### config.mk
export PLATFORM = sky130hd
export DESIGN_NAME = sa_hit_reporter
export DESIGN_NICKNAME = d
export VERILOG_FILES = /design/src/rtl/sa_hit_reporter.sv
export SDC_FILE = /design/constraint.sdc
export NUM_CORES = 1
export LEC_CHECK = 0
export ABC_AREA = 1
export CORE_MARGIN = 10
export CORE_UTILIZATION = 55
export CTS_CLUSTER_SIZE = 40
export DETAILED_ROUTE_END_ITERATION = 7
export PLACE_DENSITY_LB_ADDON = 0.3
export SETUP_SLACK_MARGIN = 0.05
export SLEW_MARGIN = 10
export SYNTH_ARGS = -nofsm -noshare
export SYNTH_HDL_FRONTEND = slang
export SYNTH_SLANG_ARGS = --single-unit
### constraint.sdc
create_clock -name clk -period 2.8 [get_ports clk]
set_input_delay 0.56 -clock clk [delete_from_list [all_inputs] [get_ports clk]]
set_output_delay 0.56 -clock clk [all_outputs]
set_load 0.05 [all_outputs]
### src/rtl/sa_hit_reporter.sv
// Walks a suffix-array interval [lo, hi] through a registered SA read port and
// streams one reference position per hit, capped at MAX_HITS, with count/truncation status.
module sa_hit_reporter #(
    parameter int REF_NUM    = 1024,
    parameter int REF_LENGTH = $clog2(REF_NUM),
    parameter int MAX_HITS   = 16,
    parameter int CNT_W      = $clog2(MAX_HITS + 1)
) (
    input  logic                  clk,
    input  logic                  rst,
    input  logic                  start,
    input  logic [REF_LENGTH-1:0] lo,
    input  logic [REF_LENGTH-1:0] hi,
    output logic                  busy,
    output logic                  sa_rEn,
    output logic [REF_LENGTH-1:0] sa_rAddr,
    input  logic [REF_LENGTH-1:0] sa_rData,
    output logic                  hit_valid,
    input  logic                  hit_ready,
    output logic [REF_LENGTH-1:0] hit_loc,
    output logic                  hit_last,
    output logic                  done,
    output logic [CNT_W-1:0]      hit_count,
    output logic                  truncated
);

    typedef enum logic [2:0] {
        S_IDLE  = 3'd0,
        S_READ  = 3'd1,
        S_DRAIN = 3'd2,
        S_EMPTY = 3'd3,
        S_DONE  = 3'd4
    } state_t;

    localparam logic [REF_LENGTH:0] MAX_W = (REF_LENGTH + 1)'(MAX_HITS);

    state_t                state_q, state_d;
    logic [REF_LENGTH-1:0] ptr_q, addr_q;
    logic [CNT_W-1:0]      issue_n_q, issued_q, hit_count_q;
    logic                  trunc_q, inflight_q;
    logic [REF_LENGTH-1:0] fifo_mem [2];
    logic                  wr_ptr_q, rd_ptr_q;
    logic [1:0]            fifo_cnt_q;

    logic [REF_LENGTH:0]   n_w;
    logic [CNT_W-1:0]      issue_n_w;
    logic [2:0]            occ;
    logic                  empty_iv, accept, push, pop, issue, last_issue;

    assign n_w       = {1'b0, hi} - {1'b0, lo} + (REF_LENGTH + 1)'(1);
    assign issue_n_w = (n_w > MAX_W) ? CNT_W'(MAX_HITS) : CNT_W'(n_w);
    assign empty_iv  = lo > hi;
    assign accept    = (state_q == S_IDLE) && start;

    assign hit_valid = fifo_cnt_q != 2'd0;
    assign hit_loc   = fifo_mem[rd_ptr_q];
    assign pop       = hit_valid && hit_ready;
    assign push      = inflight_q;

    // Credit counts the slot freed by this cycle's pop, so a steady stream
    // with hit_ready high sustains one read (and one hit) per clock.
    assign occ        = {1'b0, fifo_cnt_q} + {2'b0, inflight_q};
    assign issue      = (state_q == S_READ) && (issued_q != issue_n_q) &&
                        (occ < (3'd2 + {2'b0, pop}));
    assign last_issue = issue && ((issued_q + CNT_W'(1)) == issue_n_q);

    assign busy      = state_q != S_IDLE;
    assign done      = state_q == S_DONE;
    assign sa_rEn    = issue;
    assign sa_rAddr  = issue ? ptr_q : addr_q;
    assign hit_last  = hit_valid && ((hit_count_q + CNT_W'(1)) == issue_n_q);
    assign hit_count = hit_count_q;
    assign truncated = trunc_q;

    always_comb begin
        state_d = state_q;
        case (state_q)
            S_IDLE:  if (start) state_d = empty_iv ? S_EMPTY : S_READ;
            S_READ:  if (last_issue) state_d = S_DRAIN;
            S_DRAIN: if (!inflight_q &&
                         (fifo_cnt_q == 2'd0 || (fifo_cnt_q == 2'd1 && pop)))
                         state_d = S_DONE;
            S_EMPTY: state_d = S_DONE;
            S_DONE:  state_d = S_IDLE;
            default: state_d = S_IDLE;
        endcase
    end

    always_ff @(posedge clk) begin
        if (rst) begin
            state_q <= S_IDLE;
        end else begin
            state_q <= state_d;
        end
    end

    always_ff @(posedge clk) begin
        if (rst) begin
            ptr_q       <= '0;
            addr_q      <= '0;
            issue_n_q   <= '0;
            issued_q    <= '0;
            hit_count_q <= '0;
            trunc_q     <= 1'b0;
            inflight_q  <= 1'b0;
        end else begin
            inflight_q <= issue;
            if (accept) begin
                ptr_q       <= lo;
                issue_n_q   <= empty_iv ? '0 : issue_n_w;
                issued_q    <= '0;
                hit_count_q <= '0;
                trunc_q     <= !empty_iv && (n_w > MAX_W);
            end else begin
                if (issue) begin
                    ptr_q    <= ptr_q + REF_LENGTH'(1);
                    addr_q   <= ptr_q;
                    issued_q <= issued_q + CNT_W'(1);
                end
                if (pop) hit_count_q <= hit_count_q + CNT_W'(1);
            end
        end
    end

    // Two-entry return FIFO; a pending SRAM return is dropped by reset via inflight_q.
    always_ff @(posedge clk) begin
        if (rst) begin
            fifo_mem[0] <= '0;
            fifo_mem[1] <= '0;
            wr_ptr_q    <= 1'b0;
            rd_ptr_q    <= 1'b0;
            fifo_cnt_q  <= 2'd0;
        end else begin
            if (push) begin
                fifo_mem[wr_ptr_q] <= sa_rData;
                wr_ptr_q           <= ~wr_ptr_q;
            end
            if (pop) rd_ptr_q <= ~rd_ptr_q;
            case ({push, pop})
                2'b10:   fifo_cnt_q <= fifo_cnt_q + 2'd1;
                2'b01:   fifo_cnt_q <= fifo_cnt_q - 2'd1;
                default: fifo_cnt_q <= fifo_cnt_q;
            endcase
        end
    end

endmodule
# == After elaboration in Yosys (flattened, before gate mapping) ==
# Memory sizes are Yosys's and may differ from the RTL's. A register that Yosys moved wholly into a read port is not among the register bits.
# Cells that the tools add are included.
# Widths: inputs -> output; s select.
# op_classes
addsub,9
order_cmp,3
eq_ne,13
muxes,21
n_bitwise,2
reduce_logical,21
# ops
cell,n
$mux 10,4
$pmux 3 s4,1
$add 11x1->11 const B,1
$gt 11x5->1 const B,1
$sub 10x10->11,1
$add 10x1->10 const B,1
$add 5x1->5 const B,2
$eq 5x5->1,2
$gt 10x10->1,1
$mux 5,2
$reduce_or 10->1,1
$logic_and 1x1->1,9
$mux 1,9
$mux 3,3
$eq 3x2->1 const B,2
$ne 2x2->1 const B,3
$reduce_bool 2->1,3
$ne 5x5->1,1
$eq 2x1->1 const B,2
$pmux 2 s2,1
$add 2x1->3,1
$add 2x1->3 const A,1
$eq 3x1->1 const B,1
$eq 3x3->1 const B,1
other kinds (13),15
# word_totals
regBits,44
ram_bits,20
input_bits,34
out_inout_bits,31
wordCells,81
mem_count,1
# memory_table
memory,depth,word_bits,rd,rd_ports_with_merged_regs,wr,line,source
fifo_mem,2,10,1,1,2,41,logic [REF_LENGTH-1:0] fifo_mem [2];

# == Logic depth before layout (Yosys ltp) ==
# logic_depth
ltp_word,8
ltp_mapped,18
ltp_nobuf,18

# == Least setup slack after synthesis ==
# OpenSTA, ideal clock, no wires.
# synth_path
kind,register to output
startpoint,"register hit_count_q[0], in the netlist hit_count[0]"
endpoint,output hit_last
arrival_ns,2.892
required_time_ns,2.240
setup_slack_ns,-0.652
path_stages_with_launch,7
path_buffers,0
path_cell_list,dfxtp_1 > ha_1 > nand3_1 > xor2_1 > inv_1 > nor2_1 > nor4_1
# synth_via
elab_chain_cells,3
# synth_rtl
element,line,source
"start, declared",39,"logic [CNT_W-1:0] issue_n_q, issued_q, hit_count_q;"
"start signal, assigned",120,if (pop) hit_count_q <= hit_count_q + CNT_W'(1);
$add 5x1->5,71,assign hit_last = hit_valid && ((hit_count_q + CNT_W'(1)) == issue_n_q);
$eq 5x5->1,71,
$logic_and 1x1->1,71,
"end, declared",21,"output logic hit_last,"
# No other way between the ends.

# == Worst setup path in the final report ==
# layout_path
startpoint,input hit_ready
endpoint,output sa_rAddr[9]
# layout_via
elab_chain_cells,5
# layout_rtl
element,line,source
"start, declared",19,"input logic hit_ready,"
$logic_and 1x1->1,57,assign pop = hit_valid && hit_ready;
$add 2x1->3,64,"(occ < (3'd2 + {2'b0, pop}));"
$lt 3x3->1,64,
$logic_and 1x1->1,63,assign issue = (state_q == S_READ) && (issued_q != issue_n_q) &&
$mux 10,--,
"end, declared",16,"output logic [REF_LENGTH-1:0] sa_rAddr,"
# No other way between the ends.

==> run metrics <==
status completed; GRT Util Overall 17.2%; vias in the first global route 3748; CP Class in -> out; CTS Hold Buffers Added 0; Mapped Nets 617; hold slack 462 ps; CP max FO 9; Die X 108 um; Arrival @ worst endpoint 2100 ps; DRC 0; synthesized area 0.00425 sq mm; Flop pwr share 30.6%; worst-skew pair later-pin latency 350 ps; TritonCTS clock tree built; RSZ-0062 raised after global routing no; storage element area 0.00150 sq mm; core area 0.00737 sq mm; clk slew on worst S/H paths 70 ps; antenna cell count 0; Routed Antenna Nets 0; post-synthesis cell type count 45; Clk pwr share 19.3%; P per Cell Area 752 mW/mm^2; vias per cell 5.10; Setup Skew 11.3 ps; Synth Area per Inst 7.77 sq um; min cycle time layout 2660 ps; Ys Warns 0; first-pass GRT wire length 16500 um; number of flops mapped to enable cells by yosys 20; Min-Delay Path Class reg -> reg; register area share after synthesis 35.3%; area of the multi-input gates 0.00240 sq mm; Least-Margin Pin Slew 525 ps; Net Sw Frac 43.3%; largest net degree at the start of global routing 23; final wirelength 9710 um; final slew viol count 0; Comb pwr share 50.1%; final hold vios 0; Slew Limit Headroom 64.9%; cts bufs inserted 9; GRT overflow 0; Peak Freq 375 MHz; Data required, critical path 2240 ps; 1st-iter DRT viols 148; Leak 0.00256 uW; clk sink count 65; post-synthesis async set-or-reset flop share 0%; Root Buffer clkbuf_8; Setup TNS 0 ps; routed vias 3762; H-tree lvl count 3; num rows 31; synthesized flop and latch total 65; port buffer count 64; Die H 108 um; Worst VDD drop 0.491 mV; nets 704; internal power 2340 uW; Ports 65; routed length per instance 13.2 um; Filler cells 584; Tcrit/Tclk final 95.2%; final setup vio count 0; clock buffer depth 2; Setup crit end kind output pin; top_reg_cell synth dfxtp_1; initial antenna violation count 0; drt first pass iters 4; max-cap violations 0; Final GP Congestion 0.875; Mapped Cells 547; Setup Buffers After CTS 0; area delta synth->final 29.3%; share of cells above drive strength 1 19.7%; CP Launch Type input port; DP Wirelength 7760 um; die area 0.0116 sq mm; Initial Utilization 57.7%; P_sw 1790 uW
-- timing repair --
item	CTS	global route
setup endpoints to repair	7	16
pin swaps	1	5
resized for setup	4	21
-- stage by stage --
step | setup WS, ps | cells | total power, uW | cell area [sq um] | utilization, %
2_1_floorplan | -85.3 | 547 | 2680 | 4280 | -
3_3_place_gp | -228 | 722 | 3270 | 5220 | 70.9
3_5_place_dp | -390 | 722 | 3330 | 5220 | 70.9
4_1_cts | 54.9 | 738 | 4130 | 5430 | 73.6
5_1_grt | 15.3 | 738 | 4390 | 5490 | 74.6
6_report | 135 | 738 | 4130 | 5490 | 74.6
-- cells in the mapped netlist (4+ instances only) --
cell / number / area share [%]
o21ai_0: 13 / 1.5
nor3_2: 10 / 2.4
nand4_1: 7 / 1.0
edfxtp_1: 20 / 14
nor2_1: 71 / 6.3
ha_1: 34 / 10
a31oi_1: 7 / 1.0
inv_1: 86 / 7.6
xnor2_1: 10 / 2.1
nor2_2: 10 / 1.5
clkbuf_1: 5 / 0.44
buf_6: 5 / 1.3
a21oi_1: 19 / 2.2
mux2_2: 10 / 2.7
nand2_2: 4 / 0.59
nor3_1: 6 / 0.71
dfxtp_1: 45 / 21
inv_2: 4 / 0.35
nand3_1: 32 / 3.8
xor2_1: 16 / 3.3
nand2_1: 105 / 9.3
-- cell families (layout without fill, tap and decap cells) --
group | after synthesis | after routing | synth area share [%]
flops | 65 | 65 | 35.3
buf+inv | 103 | 195 | 10.4
mux | 10 | 10 | 2.65
fa+ha+maj | 36 | 36 | 11.0
simple gates | 256 | 256 | 28.0
compound gates | 50 | 50 | 6.92
xor+xnor | 27 | 27 | 5.74
-- metal layers --
metal | global-route usage, % | up-vias | routed length, um
met4 | 7.35 | 0 | 235
met2 | 31.0 | 94 | 4950
met3 | 3.71 | 24 | 532
met5 | 0 | - | 0
li1 | - | 1916 | -
met1 | 18.8 | 1728 | 3990
-- placed cells by master, fill, tap and decap left out, drive strengths merged, types with 7 or more instances in the layout --
| cell type | count |
|---|---|
| clkbuf | 11 |
| inv | 92 |
| xnor2 | 11 |
| nor3 | 17 |
| nand2 | 109 |
| nand4 | 7 |
| a31oi | 7 |
| nor2 | 84 |
| buf | 36 |
| o21ai | 15 |
| a21oi | 20 |
| clkdlybuf4s50 | 49 |
| nand3 | 33 |
| edfxtp | 20 |
| dfxtp | 45 |
| ha | 34 |
| mux2 | 10 |
| xor2 | 16 |
-- critical path: stages --
cell and delay (ps):
clkdlybuf4s50_1 520, nand2_2 70, o21ai_1 140, nand2_2 110, nor2_8 160, buf_6 150, nor2_1 80, nor2_2 100
buf_4 200
-- sequential cells by signal, indices dropped and copies added, names as in the netlist, 2 cells and up, named ones only --
register,flops
issue_n_q,5
fifo_mem,20
fifo_cnt_q,2
addr_q,10
hit_count,5
ptr_q,10
issued_q,5
state_q,3
-- power by group through the flow --
stage                     Sequential, uW  Clock [uW]  Combinational (uW)
after floorplan                     1260           0                1410
after global placement              1270           0                2000
after detailed placement            1280           0                2040
after CTS                           1260         814                2050
after global routing                1290         854                2250
final                               1260         798                2070
-- worst paths after layout --
path	startpoint	endpoint	slack [ps]	cells past startpoint
max reg2reg	inflight_q	state_q[1]	850	12
max	hit_ready	sa_rAddr[9]	140	9
min	truncated	truncated	460	2
min reg2reg	truncated	truncated	460	2
-- area by class of cell --
class                   instances  area share [%]
multi-input cells             379            43.7
flip-flops and latches         65            27.4
inverters                      91            6.31
clock buffers                  10            2.32
clock inverters                 6            1.25
well taps                      99            2.25
repair buffers                 88            16.8
Power figures use the tool's default switching activity.
==> RTL change 1: new RTL, same flow settings <==
Change the parameter `MAX_HITS` from 16 to 64.
--- a/src/rtl/sa_hit_reporter.sv
+++ b/src/rtl/sa_hit_reporter.sv
@@ -4,5 +4,5 @@
     parameter int REF_NUM    = 1024,
     parameter int REF_LENGTH = $clog2(REF_NUM),
-    parameter int MAX_HITS   = 16,
+    parameter int MAX_HITS   = 64,
     parameter int CNT_W      = $clog2(MAX_HITS + 1)
 ) (
Interface: changed (resized hit_count); port bits go from 65 to 67. No check against the original RTL was run, so the function may have changed too.
==> RTL change 1 against the original RTL <==
  * Sequential cell count up 6
  * Power rose by 5.8%
  * Clock power rose by 6.1%
  * Largest power group unchanged
  * Die area increased by 8.2%
  * Area after synthesis grew 10%
  * Setup slack worse by 0.022 ns
  * Combinational power is 6% higher
  * Design area grew 13%
  * Wire length increased by 30%
  * Sequential power rose by 6%
==> RTL change 1: results (changes against the original RTL) <==
| Metric | Value |
|---|---|
| Fmax | `372 MHz (-0.81%)` |
| Worst Tran Pin Value | `0.520 ns (-0.00469 ns)` |
| Fraction of layout cells with a size suffix above 1 | `20.8% (+1.1 points)` |
| R2r worst-path depth | `18 (+6)` |
| Post-Route M1 WL | `4990 µm (+25%)` |
| WP data arrival | `2.13 ns (+0.03 ns)` |
| Syn_area_per_cell | `7.26 µm² (-6.6%)` |
| Gr usage total | `18.4% (+1.3 points)` |
| Nets@finish | `829 (+18%)` |
| Synth top cells by count | `165 x nand2_1, 106 x inv_1, 62 x nor2_1, 51 x dfxtp_1, 34 x ha_1` |
| Max VDD drop | `0.000361 V (-27%)` |
| Slowest-stage cell, CP | `dfxtp_1` |
| Largest net degree at the start of global routing | `27 (+17%)` |
| Placed Area | `5810 µm² (+11%)` |
| First drt pass iteration count | `5 (+1)` |
| GP Congestion | `0.892 (+2.0%)` |
| M3 GR Usage | `4.42% (+0.71 points)` |
| Unique masters post-synth | `48 (+6.7%)` |
| Status | `finished clean` |
| Highest fanout seen on the critical path | `7 (-2)` |
| Lkg Pwr | `3.07 nW (+20%)` |
| Inst Count DP | `842 (+17%)` |
| Met1 GRT Util | `19.5% (+0.79 points)` |
| Post-DP HPWL | `9230 µm (+19%)` |
| Vias per cell | `5.32 (+4.3%)` |
| Met2 wire len | `6600 µm (+33%)` |
| Initial DRC count | `295 (+99%)` |
| Final WL | `12700 µm (+30%)` |
| Clock skew | `0.0108 ns (-0.000555 ns)` |
| Final std cells w/o fill | `869 (+18%)` |
| GRT met2 Usage | `34.4% (+3.3 points)` |
| Vias in the first global route | `4477 (+19%)` |
| Post-synth net total | `715 (+16%)` |
| Reg-to-reg startpoint | `fifo_cnt_q[1]` |
| Place WS | `-0.383 ns (+0.00709 ns)` |
| FF-to-FF setup slack | `0.45 ns (-0.40 ns)` |
## RTL change 1: cell count changes after synthesis, sizes merged, moves of 3 or more
cell and delta:
xor2 -3, nor3 -7, xnor2 -7, nor2 -15, or2 +4, a21oi +5, o21ai +14, nand4 +3
inv +25, nand2 +64, dfxtp +6
## RTL change 1: tightest hold or removal path: stages, from the launching register on
cell	delay [ns]
dfxtp_1	0.31
nand2_1	0.06
nand2_1	0.05
## RTL change 1: what timing repair did
action,CTS,global route
pin swaps,3,5
endpoints found under the setup margin,18,19
gates resized for setup,10,39
gates cloned,0,0
setup buffers,1,10
hold buffers,0,0
## RTL change 1: logic make-up (layout without fill, tap and decap cells)
family	count (synthesis)	in the layout	share of synthesized area (%)
AO/OA/AOI/OAI	74	74	9.28
multiplexers	10	10	2.41
adder cells (fa/ha/maj)	36	36	9.94
XOR/XNOR	17	17	3.18
AND/OR/NAND/NOR	307	307	29.4
buffers and inverters	130	249	11.2
flip-flops	71	71	34.6
## RTL change 1: worst min-delay path by stage
stage | startpoint | to | slack (ns)
2_1_floorplan | issue_n_q[2] | issue_n_q[2] | 0.46
3_3_place_gp | truncated | truncated | 0.44
3_5_place_dp | truncated | truncated | 0.45
4_1_cts | truncated | truncated | 0.47
5_1_grt | truncated | truncated | 0.48
6_report | truncated | truncated | 0.46
## RTL change 1: power breakdown
group / switching (W) / internal, W
clock network: 0.000424 / 0.000423
logic: 0.00131 / 0.000877
registers: 0.000140 / 0.00120
total: 0.00187 / 0.00250
## RTL change 1: final cells by class
class,instances,area [µm²]
timing repair buffer,116,1180
multi-input combinational,444,2650
tap,105,131
clock buffer,9,124
inverter,117,439
sequential,71,1640
fill,594,2020
clock inverter,7,77.6
==> RTL change 2: new RTL, same settings <==
Without the edit above. Re-encode `state_t` (5 states) as one-hot, 5 bits wide.
--- a/src/rtl/sa_hit_reporter.sv
+++ b/src/rtl/sa_hit_reporter.sv
@@ -25,10 +25,10 @@
 );
 
-    typedef enum logic [2:0] {
-        S_IDLE  = 3'd0,
-        S_READ  = 3'd1,
-        S_DRAIN = 3'd2,
-        S_EMPTY = 3'd3,
-        S_DONE  = 3'd4
+    typedef enum logic [4:0] {
+        S_IDLE  = 5'b00001,
+        S_READ  = 5'b00010,
+        S_DRAIN = 5'b00100,
+        S_EMPTY = 5'b01000,
+        S_DONE  = 5'b10000
     } state_t;
 
Function: same outputs for any inputs over 10 cycles, from zero or initial values and one cycle with rst high; not proved beyond that.
==> RTL change 2 against the original RTL <==
  * Sequential share of layout area increased by 0.11 points
  * Wire length up 12%
  * Global-route usage rose by 0.78 points
  * Via count increased by 4.5%
  * Setup slack lost 0.11 ns
  * Die area fell by 1.8%
  * Area after synthesis fell by 2.1%
  * Fmax fell by 4.1%
  * Count of clock-buffer cells in the layout fell by 1
  * Design area grew 2.7%
  * Sequential cell count up 2
  * Critical endpoint is now sa_rAddr[1]
Power is not compared: it rests on default switching activity, and its combinational part moved more than twofold at a synthesized area within 25%.
==> RTL change 2: results (changes against the original RTL) <==
| Metric | Value |
|---|---|
| Status | `finished clean` |
| Slowest-stage cell, CP | `dfxtp_4` |
| Largest net degree at the start of global routing | `26 (+13%)` |
| Gr usage total | `17.9% (+0.78 points)` |
| Fraction of layout cells with a size suffix above 1 | `20.5% (+0.80 points)` |
| Vias in the first global route | `3839 (+2.4%)` |
| Highest fanout seen on the critical path | `6 (-3)` |
| Final WL | `10900 µm (+12%)` |
| Inst Count DP | `729 (+0.97%)` |
| Unique masters post-synth | `38 (-16%)` |
| Top post-synthesis cells by area | `dfxtp_1 23%, edfxtp_1 14%, ha_1 10%` |
| Critical path capture point | `sa_rAddr[1]` |
| Global-route wire length before repair | `17000 µm (+2.9%)` |
| Synth Area in Adders | `11.2% (+0.24 points)` |
| Synth top cells by count | `108 x nand2_1, 88 x inv_1, 72 x nor2_1, 47 x dfxtp_1, 34 x ha_1` |
| Per-cell routed wire length | `14.4 µm (+9.8%)` |
| Vias per cell | `5.23 (+2.5%)` |
| Initial DRC count | `182 (+23%)` |
| Seq/Total Area, Yosys | `37.1% (+1.7 points)` |
| GP Congestion | `0.931 (+6.4%)` |
| Nets@finish | `718 (+2.0%)` |
| Slew headroom | `65.8% (+0.87 points)` |
| R2r worst-path depth | `14 (+2)` |
| Post-synthesis compound-gate area fraction | `7.40% (+0.48 points)` |
| FF-to-FF setup slack | `0.61 ns (-0.24 ns)` |
| WP data arrival | `2.22 ns (+0.12 ns)` |
| CP delay by family, top | `simple AND/OR/NAND/NOR gates` |
## RTL change 2: changes by cell type in the layout (fill, tap and decap cells not counted), sizes merged, moves of 3 or more
| cell | change |
|---|---|
| buf | +13 |
| nor2 | -8 |
| xnor2 | -6 |
| nand3 | -5 |
| nand2 | +4 |
| nor3 | -4 |
| o21ai | +4 |
| inv | +3 |
| nand3b | +3 |
| nand4 | +3 |
| xor2 | +3 |
## RTL change 2: what timing repair did
item                                    in CTS  in global routing
endpoints found under the setup margin      13                 17
buffers inserted                             1                  5
pin swaps                                    3                  9
cloned                                       0                  1
resized for setup                           16                 38
## RTL change 2: area by class of cell
class	instances	area (µm²)
Clock inverter	7	57.6
Sequential cell	67	1550
Multi-Input combinational cell	377	2380
Inverter	91	349
Timing Repair Buffer	101	1060
Timing Repair inverter	1	6.26
Tap cell	99	124
Fill cell	516	1650
Clock buffer	9	124
## RTL change 2: how the worst min path moves through the flow
| stage | to | slack (ns) | cells past startpoint |
|---|---|---|---|
| after global routing | truncated | 0.47 | 2 |
| after global placement | truncated | 0.44 | 2 |
| after detailed placement | truncated | 0.44 | 2 |
| after floorplan | addr_q[0] | 0.45 | 2 |
| final | truncated | 0.45 | 2 |
| after CTS | truncated | 0.46 | 2 |
## RTL change 2: per-stage QoR
stage	setup slack [ns]	power (W)
2_1_floorplan	0.0502	0.00157
3_3_place_gp	-0.285	0.00180
3_5_place_dp	-0.367	0.00183
4_1_cts	0.00511	0.00257
5_1_grt	-0.0357	0.00274
6_report	0.0225	0.00262
## RTL change 2: layer usage
metal  track usage, %  part of all wire [%]  vias up
met1             19.4                    41     1828
met3             4.01                   4.8       33
met2             32.3                    51      123
met5                0                     0        -
met4             8.70                   3.3        0
li1                 -                     -     1946
